**config.mk**
```make
export PLATFORM = sky130hd
export DESIGN_NAME = room_fsm
export DESIGN_NICKNAME = d
export VERILOG_FILES = /design/src/rtl/adventure_pkg.sv /design/src/rtl/btn_edge.sv /design/src/rtl/room_fsm.sv
export SDC_FILE = /design/constraint.sdc
export NUM_CORES = 1
export LEC_CHECK = 0
export BUFFER_PORTS_ARGS = -buffer_cell sky130_fd_sc_hd__buf_2
export CAP_MARGIN = 20
export CORE_ASPECT_RATIO = 1.2
export CORE_MARGIN = 4
export CORE_UTILIZATION = 45
export DETAILED_ROUTE_END_ITERATION = 10
export PLACE_DENSITY = 0.77
export SETUP_SLACK_MARGIN = 0.1
export SLEW_MARGIN = 20
export SYNTH_ARGS = -nofsm -noshare
export SYNTH_HDL_FRONTEND = slang
export SYNTH_SLANG_ARGS = --single-unit
```
**constraint.sdc**
```tcl
create_clock -name clk -period 3.3 [get_ports clk]
set_clock_uncertainty 0.15 [all_clocks]
set_input_delay 0 -clock clk [delete_from_list [all_inputs] [get_ports clk]]
set_output_delay 0 -clock clk [all_outputs]
set_load 0.03 [all_outputs]
```
**src/rtl/adventure_pkg.sv**
```systemverilog
// Shared types for the adventure game: room encoding and button bit positions.
// Imported by the navigation FSM, the sword FSM bench and the display block.
package adventure_pkg;

  typedef enum logic [2:0] {
    CAVE   = 3'd0,
    TUNNEL = 3'd1,
    RIVER  = 3'd2,
    STASH  = 3'd3,
    DEN    = 3'd4,
    VAULT  = 3'd5,
    GRAVE  = 3'd6
  } room_t;

  localparam int    ROOM_COUNT = 7;
  localparam room_t START_ROOM = CAVE;

  // Bit positions inside the packed {n, s, e, w} button vector.
  localparam int BTN_N = 3;
  localparam int BTN_S = 2;
  localparam int BTN_E = 1;
  localparam int BTN_W = 0;

endpackage

```
**src/rtl/btn_edge.sv**
```systemverilog
// Registers the four direction buttons and flags rising edges.
// move_valid is high only when exactly one button produced a press this cycle.
module btn_edge (
  input  logic       clk,
  input  logic       reset,
  input  logic [3:0] btn,
  output logic [3:0] press,
  output logic       move_valid
);

  logic [3:0] cur_q;
  logic [3:0] prev_q;

  always_ff @(posedge clk or posedge reset) begin
    if (reset) begin
      cur_q  <= 4'b0000;
      prev_q <= 4'b0000;
    end else begin
      cur_q  <= btn;
      prev_q <= cur_q;
    end
  end

  // A held button only registers once: it needs a low sample before the high one.
  assign press      = cur_q & ~prev_q;
  assign move_valid = $onehot(press);

endmodule

```
**src/rtl/room_fsm.sv**
```systemverilog
// Navigation FSM: tracks the player's room from button presses, resolves the
// Dragon's Den using the sword FSM's v input, and counts accepted moves.
module room_fsm
  import adventure_pkg::*;
#(
  parameter int MOVE_W = 8
) (
  input  logic                  clk,
  input  logic                  reset,
  input  logic                  n,
  input  logic                  s,
  input  logic                  e,
  input  logic                  w,
  input  logic                  v,
  output logic                  sw,
  output logic                  win,
  output logic                  die,
  output logic [2:0]            room,
  output logic [ROOM_COUNT-1:0] room_led,
  output logic [MOVE_W-1:0]     moves
);

  logic [3:0]        press;
  logic              move_valid;
  room_t             room_q;
  room_t             room_d;
  logic              step;
  logic [MOVE_W-1:0] moves_q;

  btn_edge u_btn_edge (
    .clk        (clk),
    .reset      (reset),
    .btn        ({n, s, e, w}),
    .press      (press),
    .move_valid (move_valid)
  );

  always_ff @(posedge clk or posedge reset) begin
    if (reset) begin
      room_q  <= START_ROOM;
      moves_q <= '0;
    end else begin
      room_q <= room_d;
      if (step && (moves_q != {MOVE_W{1'b1}})) begin
        moves_q <= moves_q + 1'b1;
      end
    end
  end

  // step marks a player-initiated room change; the DEN resolution is not one.
  always_comb begin
    room_d = room_q;
    step   = 1'b0;
    case (room_q)
      CAVE: begin
        if (move_valid && press[BTN_E]) begin
          room_d = TUNNEL;
          step   = 1'b1;
        end
      end
      TUNNEL: begin
        if (move_valid && press[BTN_W]) begin
          room_d = CAVE;
          step   = 1'b1;
        end else if (move_valid && press[BTN_S]) begin
          room_d = RIVER;
          step   = 1'b1;
        end
      end
      RIVER: begin
        if (move_valid && press[BTN_N]) begin
          room_d = TUNNEL;
          step   = 1'b1;
        end else if (move_valid && press[BTN_W]) begin
          room_d = STASH;
          step   = 1'b1;
        end else if (move_valid && press[BTN_E]) begin
          room_d = DEN;
          step   = 1'b1;
        end
      end
      STASH: begin
        if (move_valid && press[BTN_E]) begin
          room_d = RIVER;
          step   = 1'b1;
        end
      end
      DEN:     room_d = v ? VAULT : GRAVE;
      VAULT:   room_d = VAULT;
      GRAVE:   room_d = GRAVE;
      default: room_d = START_ROOM;
    endcase
  end

  assign room     = room_q;
  assign sw       = (room_q == STASH);
  assign win      = (room_q == VAULT);
  assign die      = (room_q == GRAVE);
  assign room_led = {{(ROOM_COUNT-1){1'b0}}, 1'b1} << room_q;
  assign moves    = moves_q;

endmodule
```
==> summary.txt <==
input/output buffers = 27
Reg2Reg Depth = 9
P_sw = 0.5056 mW
# placed instances = 150
startpoint types = flop
P_leak = 0.6472 nW
Clock Tree Buf Depth = 2
Pint = 0.5499 mW
met1 GRT Util = 18.73%
GR Overflow Total = 0
Routed Antenna Nets = 0
Post-synth EDFFs = 0
total power draw = 1.055 mW
Synthesized Nets = 108
CTS tree = built
DR vias = 811
met2 usage = 24.25%
worst-path cell chain = nor2b_4 > ha_4 > ha_2 > fa_1 > or3b_4 > a311o_1 > a211oi_4 > buf_6 > mux2_4
Synth top area share = 48.10%
final period utilization = 93.44%
Num Clock Sinks = 19
grt peak-use layer = met2
Die ar. = 3014 um2
max_slew headroom = 54.64%
Net Sw Frac = 47.90%
Reg power frac = 35.0%
most frequent cell after synthesis = dfrtp_1
Slew Limit Fails = 0
share of the yosys chip area belonging to registers = 48.10%
Worst Path Required = 3.32 ns
Tot GR Track Use = 14.78%
final setup fails = 0
clock share of power = 10.3%
initial antenna violation count = 0
pwr dens = 790.6 nW/um2
largest net degree at the start of global routing = 20
Inserted Diodes = 0
footprint of the multi-input gates = 525.5 um2
post-synthesis cell type count = 32
total CTS buffers = 3
Worst Tran Pin Value = 0.6797 ns
vias in the first global route = 783
most area-hungry cell type in the Yosys netlist = dfrtp_1
Finished Layout Cells = 163
I/O pin total = 28
# fillers = 175
critical path fanouts, max = 3
Synth-to-Final Area Change = 35.06%
Final GP Congestion = 0.9110
Iter 0 DRT Violations = 19
H-tree levels = 1
Worst Setup End Kind = flop
Initial DRT Pass Iterations = 4
CP max-delay cell = fa_1
max-cap violations = 0
mapped cell area = 988.4 um2
max incr delay on CP = 0.47 ns
clk slew on worst S/H paths = 0.10 ns
Max IR drop VDD = 0.0006738 V
Avg WL per Cell = 12.39 um
synth cell count leaders = 19 x dfrtp_1, 9 x nor2_1, 7 x nand2_1
drt total wl = 2.019 mm
#FFs+latches synth = 19
critical path class = reg2reg
Hold Fails Final Rpt = 0
row count = 18
Most used DFF post-synth = dfrtp_1
Worst-Skew Late Latency = 0.28 ns
DPL Wire Length = 1.459 mm
Avg Cell Area, Syn = 10.30 um2
Die Span X = 50.79 um
status = completed
core area = 2072 um2
shortest period the worst path allows = 3.084 ns
WP data arrival = 3.11 ns
first-pass GRT wire length = 3.394 mm
share of cells above drive strength 1 = 36.09%
Cells after Synth = 96
setup repair after global routing missed its margin = no
Initial Util = 47.71%
fmax = 324.3 MHz
clock root buffer = clkbuf_4
GR Layer Usage met3 = 3.778%
worst hold path type = in2async
yosys warns = 0
Synth async-reset ratio = 100.0%
Logic pwr share = 54.7%
Synth area leaders = dfrtp_1 48%, xnor2_1 5.3%, ha_1 5.1%
hold slack final = 0.1993 ns
Reg area = 475.5 um2
DR DRC count = 0
via/cell ratio = 4.975
Die Y = 59.34 um
Fin Setup TNS = 0 ns
final net count = 146
critical path, delay by kind of cell, from the launching register on:
family / cells / cell delay [ns]
adders and majority gates: 3 / 0.87
muxes: 1 / 0.29
AOI/OAI and AO/OA: 2 / 0.57
and+or+nand+nor: 2 / 0.56
buffers and inverters: 1 / 0.14
DFF: 1 / 0.41
power groups by stage:
| stage | Combinational (mW) | Sequential [mW] | Clock (mW) |
|---|---|---|---|
| 2_1_floorplan | 0.367 | 0.414 | 0 |
| 3_3_place_gp | 0.532 | 0.364 | 0 |
| 3_5_place_dp | 0.540 | 0.371 | 0 |
| 4_1_cts | 0.566 | 0.367 | 0.113 |
| 5_1_grt | 0.625 | 0.380 | 0.124 |
| 6_report | 0.577 | 0.369 | 0.109 |
cell families after synthesis:
| kind of cell | count (synthesis) | synth area share (%) |
|---|---|---|
| xor+xnor | 7 | 6.203 |
| flops | 19 | 48.10 |
| simple gates | 38 | 20.25 |
| fa+ha+maj | 5 | 7.089 |
| buf+inv | 11 | 5.442 |
| mux | 1 | 1.139 |
| compound gates | 15 | 11.77 |
repair_timing:
item	in CTS	in global routing
pin swaps	2	8
gates resized for setup	1	13
endpoints found under the setup margin	7	8
endpoints found under the hold margin	25	0
buffers inserted	3	0
hold buffers	6	0
path summary, 6_finish.rpt:
kind | startpoint | slack, ns | endpoint
max | u_btn_edge.prev_q[0] | 0.22 | moves[1]
min reg2reg | u_btn_edge.cur_q[2] | 0.24 | u_btn_edge.prev_q[2]
min | reset | 0.20 | moves[2]
max in group asynchronous | reset | 2.37 | u_btn_edge.prev_q[3]
min in group clk | w | 0.20 | u_btn_edge.cur_q[0]
max reg2reg | u_btn_edge.prev_q[0] | 0.22 | moves[1]
final cells by class:
type | instances | area share [%]
Inverter | 4 | 1.125
Tap cell | 30 | 2.812
Multi-Input combinational cell | 66 | 39.36
Sequential cell | 19 | 35.61
Clock buffer | 4 | 1.968
Timing Repair Buffer | 40 | 19.12
through the flow:
step                      worst slack, ns  utilization (%)  instance area, um2
after CTS                          0.1145            61.17                1267
final                              0.2164            64.43                1335
after floorplan                    0.1021                -               992.2
after global routing               0.1059            64.43                1335
after global placement             0.1492            55.80                1156
after detailed placement          0.02815            55.80                1156
sequential cells by signal (all words and copies together), names as in the netlist:
signal	count
moves	8
u_btn_edge.cur_q	4
room	3
u_btn_edge.prev_q	4
layout by cell type (no fill, tap or decap), drive strengths merged:
master and count:
xor2 1, a311o 1, and2 1, a211oi 1
nand2 7, fa 1, nor2 9, nand4 1
buf 34, and3 2, nor3b 2, nor3 2
o21ai 3, o41ai 1, and4 1, nand2b 4
a222oi 1, or3b 1, inv 4, a31oi 1
nor2b 4, dfrtp 19, mux2 1, clkbuf 4
o32ai 1, a21oi 4, dlygate4sd3 6, nand3 4
ha 4, a221o 1, xnor2 6, o21bai 1
per-layer routing:
metal | part of all wire, % | up-vias
met5 | 0 | -
met1 | 45 | 378
met4 | 1.4 | 0
li1 | - | 401
met2 | 47 | 28
met3 | 6.4 | 4
No activity file was read; power rests on OpenSTA's default activity.
